## config.mk

```make
export PLATFORM = sky130hd
export DESIGN_NAME = mdu_seq
export DESIGN_NICKNAME = d
export VERILOG_FILES = /design/src/rtl/mdu_pkg.sv /design/src/rtl/mdu_div_core.sv /design/src/rtl/mdu_seq.sv
export SDC_FILE = /design/constraint.sdc
export NUM_CORES = 2
export LEC_CHECK = 0
export BUFFER_PORTS_ARGS = -buffer_cell sky130_fd_sc_hd__clkbuf_2
export CORE_UTILIZATION = 40
export DETAILED_ROUTE_END_ITERATION = 7
export PLACE_DENSITY_LB_ADDON = 0.15
export SLEW_MARGIN = 30
export SYNTH_ARGS = -nofsm -noshare
export SYNTH_HDL_FRONTEND = slang
export SYNTH_SLANG_ARGS = --single-unit
```

## constraint.sdc

```tcl
create_clock -name clk -period 30.2 [get_ports clk]
set_input_delay 6.04 -clock clk [delete_from_list [all_inputs] [get_ports clk]]
set_output_delay 6.04 -clock clk [all_outputs]
set_load 0.01 [all_outputs]
```

## src/rtl/mdu_pkg.sv

```systemverilog
// Shared definitions for the sequential multiply/divide unit.
// Opcode and HI/LO read encodings, FSM state type, counter width helper.
package mdu_pkg;

  localparam logic [3:0] OP_NONE  = 4'b0000;
  localparam logic [3:0] OP_MULT  = 4'b0001;
  localparam logic [3:0] OP_MULTU = 4'b0010;
  localparam logic [3:0] OP_DIV   = 4'b0011;
  localparam logic [3:0] OP_DIVU  = 4'b0100;
  localparam logic [3:0] OP_MTHI  = 4'b0101;
  localparam logic [3:0] OP_MTLO  = 4'b0110;
  localparam logic [3:0] OP_MADD  = 4'b0111;
  localparam logic [3:0] OP_MADDU = 4'b1000;
  localparam logic [3:0] OP_MSUB  = 4'b1001;
  localparam logic [3:0] OP_MSUBU = 4'b1010;

  localparam logic [1:0] RD_HI = 2'b01;
  localparam logic [1:0] RD_LO = 2'b10;

  typedef enum logic [1:0] {
    S_IDLE,
    S_MUL,
    S_DIV
  } state_e;

  // Bits needed to count from 0 up to n.
  function automatic int cnt_w(input int n);
    return $clog2(n + 1);
  endfunction

endpackage

```

## src/rtl/mdu_div_core.sv

```systemverilog
// Iterative radix-2 restoring divider, one quotient bit per cycle.
// Ports: clk, reset, i_start/i_signed/i_a/i_b in; o_done, o_quo, o_rem out.
module mdu_div_core
  import mdu_pkg::*;
#(
  parameter int WIDTH = 32
) (
  input  logic             clk,
  input  logic             reset,
  input  logic             i_start,
  input  logic             i_signed,
  input  logic [WIDTH-1:0] i_a,
  input  logic [WIDTH-1:0] i_b,
  output logic             o_done,
  output logic [WIDTH-1:0] o_quo,
  output logic [WIDTH-1:0] o_rem
);

  localparam int CW = cnt_w(WIDTH);

  logic             r_run;
  logic [CW-1:0]    r_cnt;
  logic [WIDTH-1:0] r_rem;
  logic [WIDTH-1:0] r_quo;
  logic [WIDTH-1:0] r_dvs;
  logic [WIDTH-1:0] r_a;
  logic             r_neg_q;
  logic             r_neg_r;
  logic             r_dz;

  logic             w_a_neg;
  logic             w_b_neg;
  logic [WIDTH-1:0] w_a_mag;
  logic [WIDTH-1:0] w_b_mag;
  logic [WIDTH:0]   w_shift;
  logic [WIDTH:0]   w_diff;
  logic             w_ge;
  logic [WIDTH-1:0] w_rem_nx;
  logic [WIDTH-1:0] w_quo_nx;
  logic             w_last;

  assign w_a_neg = i_signed & i_a[WIDTH-1];
  assign w_b_neg = i_signed & i_b[WIDTH-1];
  assign w_a_mag = w_a_neg ? (~i_a + 1'b1) : i_a;
  assign w_b_mag = w_b_neg ? (~i_b + 1'b1) : i_b;

  // Dividend bits shift out of the quotient register into the remainder.
  assign w_shift  = {r_rem, r_quo[WIDTH-1]};
  assign w_diff   = w_shift - {1'b0, r_dvs};
  assign w_ge     = ~w_diff[WIDTH];
  assign w_rem_nx = w_ge ? w_diff[WIDTH-1:0] : w_shift[WIDTH-1:0];
  assign w_quo_nx = {r_quo[WIDTH-2:0], w_ge};

  assign w_last = (r_cnt == CW'(WIDTH - 1));
  assign o_done = r_run & w_last;

  // Results reflect the step completing this cycle, valid with o_done.
  assign o_quo = r_dz    ? '1
               : r_neg_q ? (~w_quo_nx + 1'b1) : w_quo_nx;
  assign o_rem = r_dz    ? r_a
               : r_neg_r ? (~w_rem_nx + 1'b1) : w_rem_nx;

  always_ff @(posedge clk) begin
    if (reset) begin
      r_run   <= 1'b0;
      r_cnt   <= '0;
      r_rem   <= '0;
      r_quo   <= '0;
      r_dvs   <= '0;
      r_a     <= '0;
      r_neg_q <= 1'b0;
      r_neg_r <= 1'b0;
      r_dz    <= 1'b0;
    end else if (i_start) begin
      r_run   <= 1'b1;
      r_cnt   <= '0;
      r_rem   <= '0;
      r_quo   <= w_a_mag;
      r_dvs   <= w_b_mag;
      r_a     <= i_a;
      r_neg_q <= w_a_neg ^ w_b_neg;
      r_neg_r <= w_a_neg;
      r_dz    <= (i_b == '0);
    end else if (r_run) begin
      r_rem <= w_rem_nx;
      r_quo <= w_quo_nx;
      r_cnt <= r_cnt + 1'b1;
      if (w_last) begin
        r_run <= 1'b0;
        r_cnt <= '0;
      end
    end
  end

endmodule

```

## src/rtl/mdu_seq.sv

```systemverilog
// Sequential MDU owning HI/LO: fixed-latency multiply, iterative divide.
// Ports: clk, reset, SrcA, SrcB, Start, MDUOP, ReadHILO, Req; Busy, MDUResult.
// Build option: define MDU_MADD_EN to enable madd/maddu/msub/msubu.
module mdu_seq
  import mdu_pkg::*;
#(
  parameter int WIDTH      = 32,
  parameter int MUL_CYCLES = 5
) (
  input  logic             clk,
  input  logic             reset,
  input  logic [WIDTH-1:0] SrcA,
  input  logic [WIDTH-1:0] SrcB,
  input  logic             Start,
  input  logic [3:0]       MDUOP,
  input  logic [1:0]       ReadHILO,
  input  logic             Req,
  output logic             Busy,
  output logic [WIDTH-1:0] MDUResult
);

  localparam int MW = cnt_w(MUL_CYCLES);
  localparam int PW = 2 * WIDTH;

  state_e           r_state;
  state_e           w_nx_state;
  logic [MW-1:0]    r_cnt;
  logic [WIDTH-1:0] r_hi;
  logic [WIDTH-1:0] r_lo;
  logic [PW-1:0]    r_prod;

  logic             w_issue;
  logic             w_is_mul;
  logic             w_is_div;
  logic             w_mthi;
  logic             w_mtlo;
  logic             w_sgn;
  logic             w_acc;
  logic             w_sub;
  logic             w_mul_last;
  logic [PW-1:0]    w_ea;
  logic [PW-1:0]    w_eb;
  logic [PW-1:0]    w_prod;
  logic [PW-1:0]    w_hilo;
  logic [PW-1:0]    w_mul_res;
  logic             w_div_done;
  logic [WIDTH-1:0] w_quo;
  logic [WIDTH-1:0] w_rem;

  always_comb begin
    w_is_mul = 1'b0;
    w_is_div = 1'b0;
    w_mthi   = 1'b0;
    w_mtlo   = 1'b0;
    w_sgn    = 1'b0;
    w_acc    = 1'b0;
    w_sub    = 1'b0;
    case (MDUOP)
      OP_MULT:  begin w_is_mul = 1'b1; w_sgn = 1'b1; end
      OP_MULTU: w_is_mul = 1'b1;
      OP_DIV:   begin w_is_div = 1'b1; w_sgn = 1'b1; end
      OP_DIVU:  w_is_div = 1'b1;
      OP_MTHI:  w_mthi = 1'b1;
      OP_MTLO:  w_mtlo = 1'b1;
`ifdef MDU_MADD_EN
      OP_MADD: begin
        w_is_mul = 1'b1; w_sgn = 1'b1; w_acc = 1'b1;
      end
      OP_MADDU: begin
        w_is_mul = 1'b1; w_acc = 1'b1;
      end
      OP_MSUB: begin
        w_is_mul = 1'b1; w_sgn = 1'b1;
        w_acc = 1'b1; w_sub = 1'b1;
      end
      OP_MSUBU: begin
        w_is_mul = 1'b1; w_acc = 1'b1; w_sub = 1'b1;
      end
`endif
      default: ;
    endcase
  end

  assign w_issue = Start & ~Req & (r_state == S_IDLE);

  // Product computed at issue; the MUL state only delays the commit.
  // HI/LO cannot change while busy, so accumulating against them here is safe.
  assign w_ea   = {{WIDTH{w_sgn & SrcA[WIDTH-1]}}, SrcA};
  assign w_eb   = {{WIDTH{w_sgn & SrcB[WIDTH-1]}}, SrcB};
  assign w_prod = w_ea * w_eb;
  assign w_hilo = {r_hi, r_lo};
  assign w_mul_res = !w_acc ? w_prod
                   : w_sub  ? (w_hilo - w_prod) : (w_hilo + w_prod);

  assign w_mul_last = (r_cnt == MW'(MUL_CYCLES - 1));

  mdu_div_core #(
    .WIDTH (WIDTH)
  ) u_div (
    .clk      (clk),
    .reset    (reset),
    .i_start  (w_issue & w_is_div),
    .i_signed (w_sgn),
    .i_a      (SrcA),
    .i_b      (SrcB),
    .o_done   (w_div_done),
    .o_quo    (w_quo),
    .o_rem    (w_rem)
  );

  always_comb begin
    w_nx_state = r_state;
    case (r_state)
      S_IDLE: begin
        if (w_issue && w_is_mul)      w_nx_state = S_MUL;
        else if (w_issue && w_is_div) w_nx_state = S_DIV;
      end
      S_MUL:   if (w_mul_last) w_nx_state = S_IDLE;
      S_DIV:   if (w_div_done) w_nx_state = S_IDLE;
      default: w_nx_state = S_IDLE;
    endcase
  end

  always_ff @(posedge clk) begin
    if (reset) r_state <= S_IDLE;
    else       r_state <= w_nx_state;
  end

  always_ff @(posedge clk) begin
    if (reset) begin
      r_cnt  <= '0;
      r_hi   <= '0;
      r_lo   <= '0;
      r_prod <= '0;
    end else begin
      case (r_state)
        S_IDLE: begin
          r_cnt <= '0;
          if (w_issue) begin
            if (w_is_mul) r_prod <= w_mul_res;
            if (w_mthi)   r_hi   <= SrcA;
            if (w_mtlo)   r_lo   <= SrcA;
          end
        end
        S_MUL: begin
          r_cnt <= r_cnt + 1'b1;
          if (w_mul_last) {r_hi, r_lo} <= r_prod;
        end
        S_DIV: begin
          if (w_div_done) begin
            r_hi <= w_rem;
            r_lo <= w_quo;
          end
        end
        default: ;
      endcase
    end
  end

  assign Busy = (r_state != S_IDLE);

  always_comb begin
    MDUResult = '0;
    if (ReadHILO == RD_HI)      MDUResult = r_hi;
    else if (ReadHILO == RD_LO) MDUResult = r_lo;
  end

endmodule

```

==> flow_metrics.env <==
export IMPL_track_usage=0.2593
export IMPL_yosys_area_top_type="fa_1"
export IMPL_firstDrtPassIters=6
export IMPL_ant_nets=0
export IMPL_synth_cell_types=94
export IMPL_grt_max_degree=120
export IMPL_cts_tree="yes"
export IMPL_syn_area_um2=54860
export IMPL_grt_pass1_vias=44730
export IMPL_synth_area_top_cells="fa_1 41%, dfxtp_1 9.9%, inv_1 8.0%"
export IMPL_synth_top_area_share=0.4109
export IMPL_nNetsFinal=7689
export IMPL_relSlewSlack=0.3103
export IMPL_dp_worst_setup_slack_ns=14.74
export IMPL_htree_levels=1
export IMPL_synth_edf_count=0
export IMPL_hold_class="reg -> reg"
export IMPL_fin_worst_skew_ns=0.01064
export IMPL_die_h_um=372.3
export IMPL_final_min_clock_period_ns=14.92
export IMPL_start_util=0.4040
export IMPL_layout_common_cells="1170 x inv_1, 1125 x fa_1, 1071 x nand2_1"
export IMPL_utilization=0.4251
export IMPL_clk_path_buf_depth=3
export IMPL_layout_commonest_cell="inv_1"
export IMPL_drv_cap=0
export IMPL_drtIter0Drc=3657
export IMPL_grt_pass1_wl_mm=274.6
export IMPL_fill_cells=13710
export IMPL_rows=135
export IMPL_critical_path_slowest_cell="and2_1"
export IMPL_worstMarginPinSlew_ns=1.035
export IMPL_antenna_found_initial=14
export IMPL_drc=0
export IMPL_drive_above_1_share=0.04843
export IMPL_timing_hold_ws_ns=0.4524
export IMPL_fmax_mhz=67.03
export IMPL_clk_latency_ns=0.59
export IMPL_routedWlPerCell_um=21.95
export IMPL_avgSynthCellArea_um2=8.516
export IMPL_worst_setup_path_end_kind="flip-flop"
export IMPL_cts_sinks=271
export IMPL_path_class="in -> reg"
export IMPL_io_pins=107
export IMPL_overflow=0
export IMPL_clk_pin_slew_ns=0.06
export IMPL_synth_warnings=0
export IMPL_io_buffers=106
export IMPL_cp_slowest_stage_delay_ns=0.70
export IMPL_status="completed"
export IMPL_async_flop_share=0
export IMPL_critPathLaunchType="input port"
export IMPL_yosysSeqAreaShare=0.09889
export IMPL_hold_viol=0
export IMPL_fin_tns_setup_ns=0
export IMPL_post_cts_setup_buffer_count=0
export IMPL_vias=43210
export IMPL_drt_wl_total_mm=176.5
export IMPL_period_share=0.4940
export IMPL_ys_flop_type="dfxtp_1"
export IMPL_syn_nets=7897
export IMPL_cts_root_buffer="clkbuf_16"
export IMPL_cp_max_fo=27
export IMPL_slew_viol_final=0
export IMPL_seq_area_um2=5429
export IMPL_hpwl_mm=129.6
export IMPL_crit_arrival_ns=15.45
export IMPL_holdBufCountCts=0
export IMPL_die_width_um=372.3
export IMPL_gp_congestion=0.9268
export IMPL_setup_viol=0
export IMPL_setup_slack_ns=15.28
export IMPL_viasPerCell=5.374
export IMPL_rsz0062_at_grt="false"
export IMPL_cpMostUsedCell="fa_1"
export IMPL_areaGrowthSynthToFinish_pct=5.236
export IMPL_multiInputGateArea_um2=43390
export IMPL_synthCells=6442
export IMPL_die_area_um2=138600
export IMPL_synth_seq_cells=271
export IMPL_crit_required_ns=30.73
export IMPL_core_um2=135800
export IMPL_cts_resized=0
export IMPL_cts_buffers=30
worst max-delay path: cells and delay by family:
kind | cells | cell delay, ns
simple gates | 9 | 2.20
compound gates | 5 | 1.24
fa+ha+maj | 9 | 4.47
buf+inv | 6 | 1.45
stage by stage:
step | cell area, um^2 | instances
4_1_cts | 57720 | 8037
2_1_floorplan | 54860 | 6442
6_report | 57730 | 8040
5_1_grt | 57730 | 8037
3_5_place_dp | 56670 | 7983
3_3_place_gp | 56660 | 7983
path summary, 6_finish.rpt:
| kind | from | endpoint | slack [ns] | cells past startpoint |
|---|---|---|---|---|
| min reg2reg | r_prod[53]$_SDFFE_PP0P_ | r_prod[53]$_SDFFE_PP0P_ | 0.45 | 2 |
| min | r_prod[53]$_SDFFE_PP0P_ | r_prod[53]$_SDFFE_PP0P_ | 0.45 | 2 |
| max | MDUOP[2] | r_prod[57]$_SDFFE_PP0P_ | 15.28 | 29 |
| max reg2reg | u_div.r_quo[31]$_SDFFE_PP0P_ | r_lo[24]$_SDFFE_PP0P_ | 24.15 | 23 |
synth_stat cells (9+ instances only):
master	instances
a211oi_1	108
a21o_1	63
a21oi_1	279
a221oi_1	22
a22o_1	33
a311oi_1	30
a31oi_1	20
and2_1	339
and3_1	33
buf_1	79
clkbuf_1	339
dfxtp_1	271
fa_1	1126
ha_1	255
inv_1	1170
mux2i_1	67
nand2_1	1071
nand2b_1	32
nand3_1	43
nand3b_1	22
nand4_1	13
nor2_1	325
nor2b_1	20
nor3_1	51
nor3b_1	13
nor4_1	19
o211ai_1	9
o21a_1	18
o21ai_0	112
o21ai_1	12
o21bai_1	13
o31ai_1	31
o41ai_1	18
or3_1	30
or4_1	14
xnor2_1	129
xor2_1	75
cells by family (layout without fill, tap and decap cells):
family,Yosys count,count (layout),synth area share
and+or+nand+nor,2050,2050,0.1700
buffers and inverters,1610,1424,0.1116
adders and majority gates,1381,1381,0.4690
AOI/OAI and AO/OA,854,854,0.1046
DFF,271,271,0.09889
xor gates and xnor gates,204,204,0.03257
muxes,72,72,0.01336
other,0,3,0
sequential cells by signal, summed over array words and instances (netlist names):
signal and count:
r_cnt 3, r_hi 32, r_lo 32, r_prod 64
r_state 2, u_div.r_a 32, u_div.r_cnt 6, u_div.r_dvs 32
u_div.r_dz 1, u_div.r_neg_q 1, u_div.r_neg_r 1, u_div.r_quo 32
u_div.r_rem 32, u_div.r_run 1
metal layers:
layer  global-route usage  share of wire
met1               0.3663           0.45
met2               0.4282           0.47
met3              0.02566          0.062
met4              0.05808          0.022
met5                    0        0.00012
final cells by class:
type                       count  share of cell area
inverter                    1172             0.07624
clock buffer                  41             0.01461
antenna                        3           0.0001300
tap                         1781             0.03860
sequential                   271             0.09403
timing repair buffer         198             0.02137
clock inverter                13            0.003467
multi-input combinational   4561              0.7516
Power is left out: the tool's default activity adds up to more than one toggle a clock period on the data nets, which glitch-free logic cannot reach.
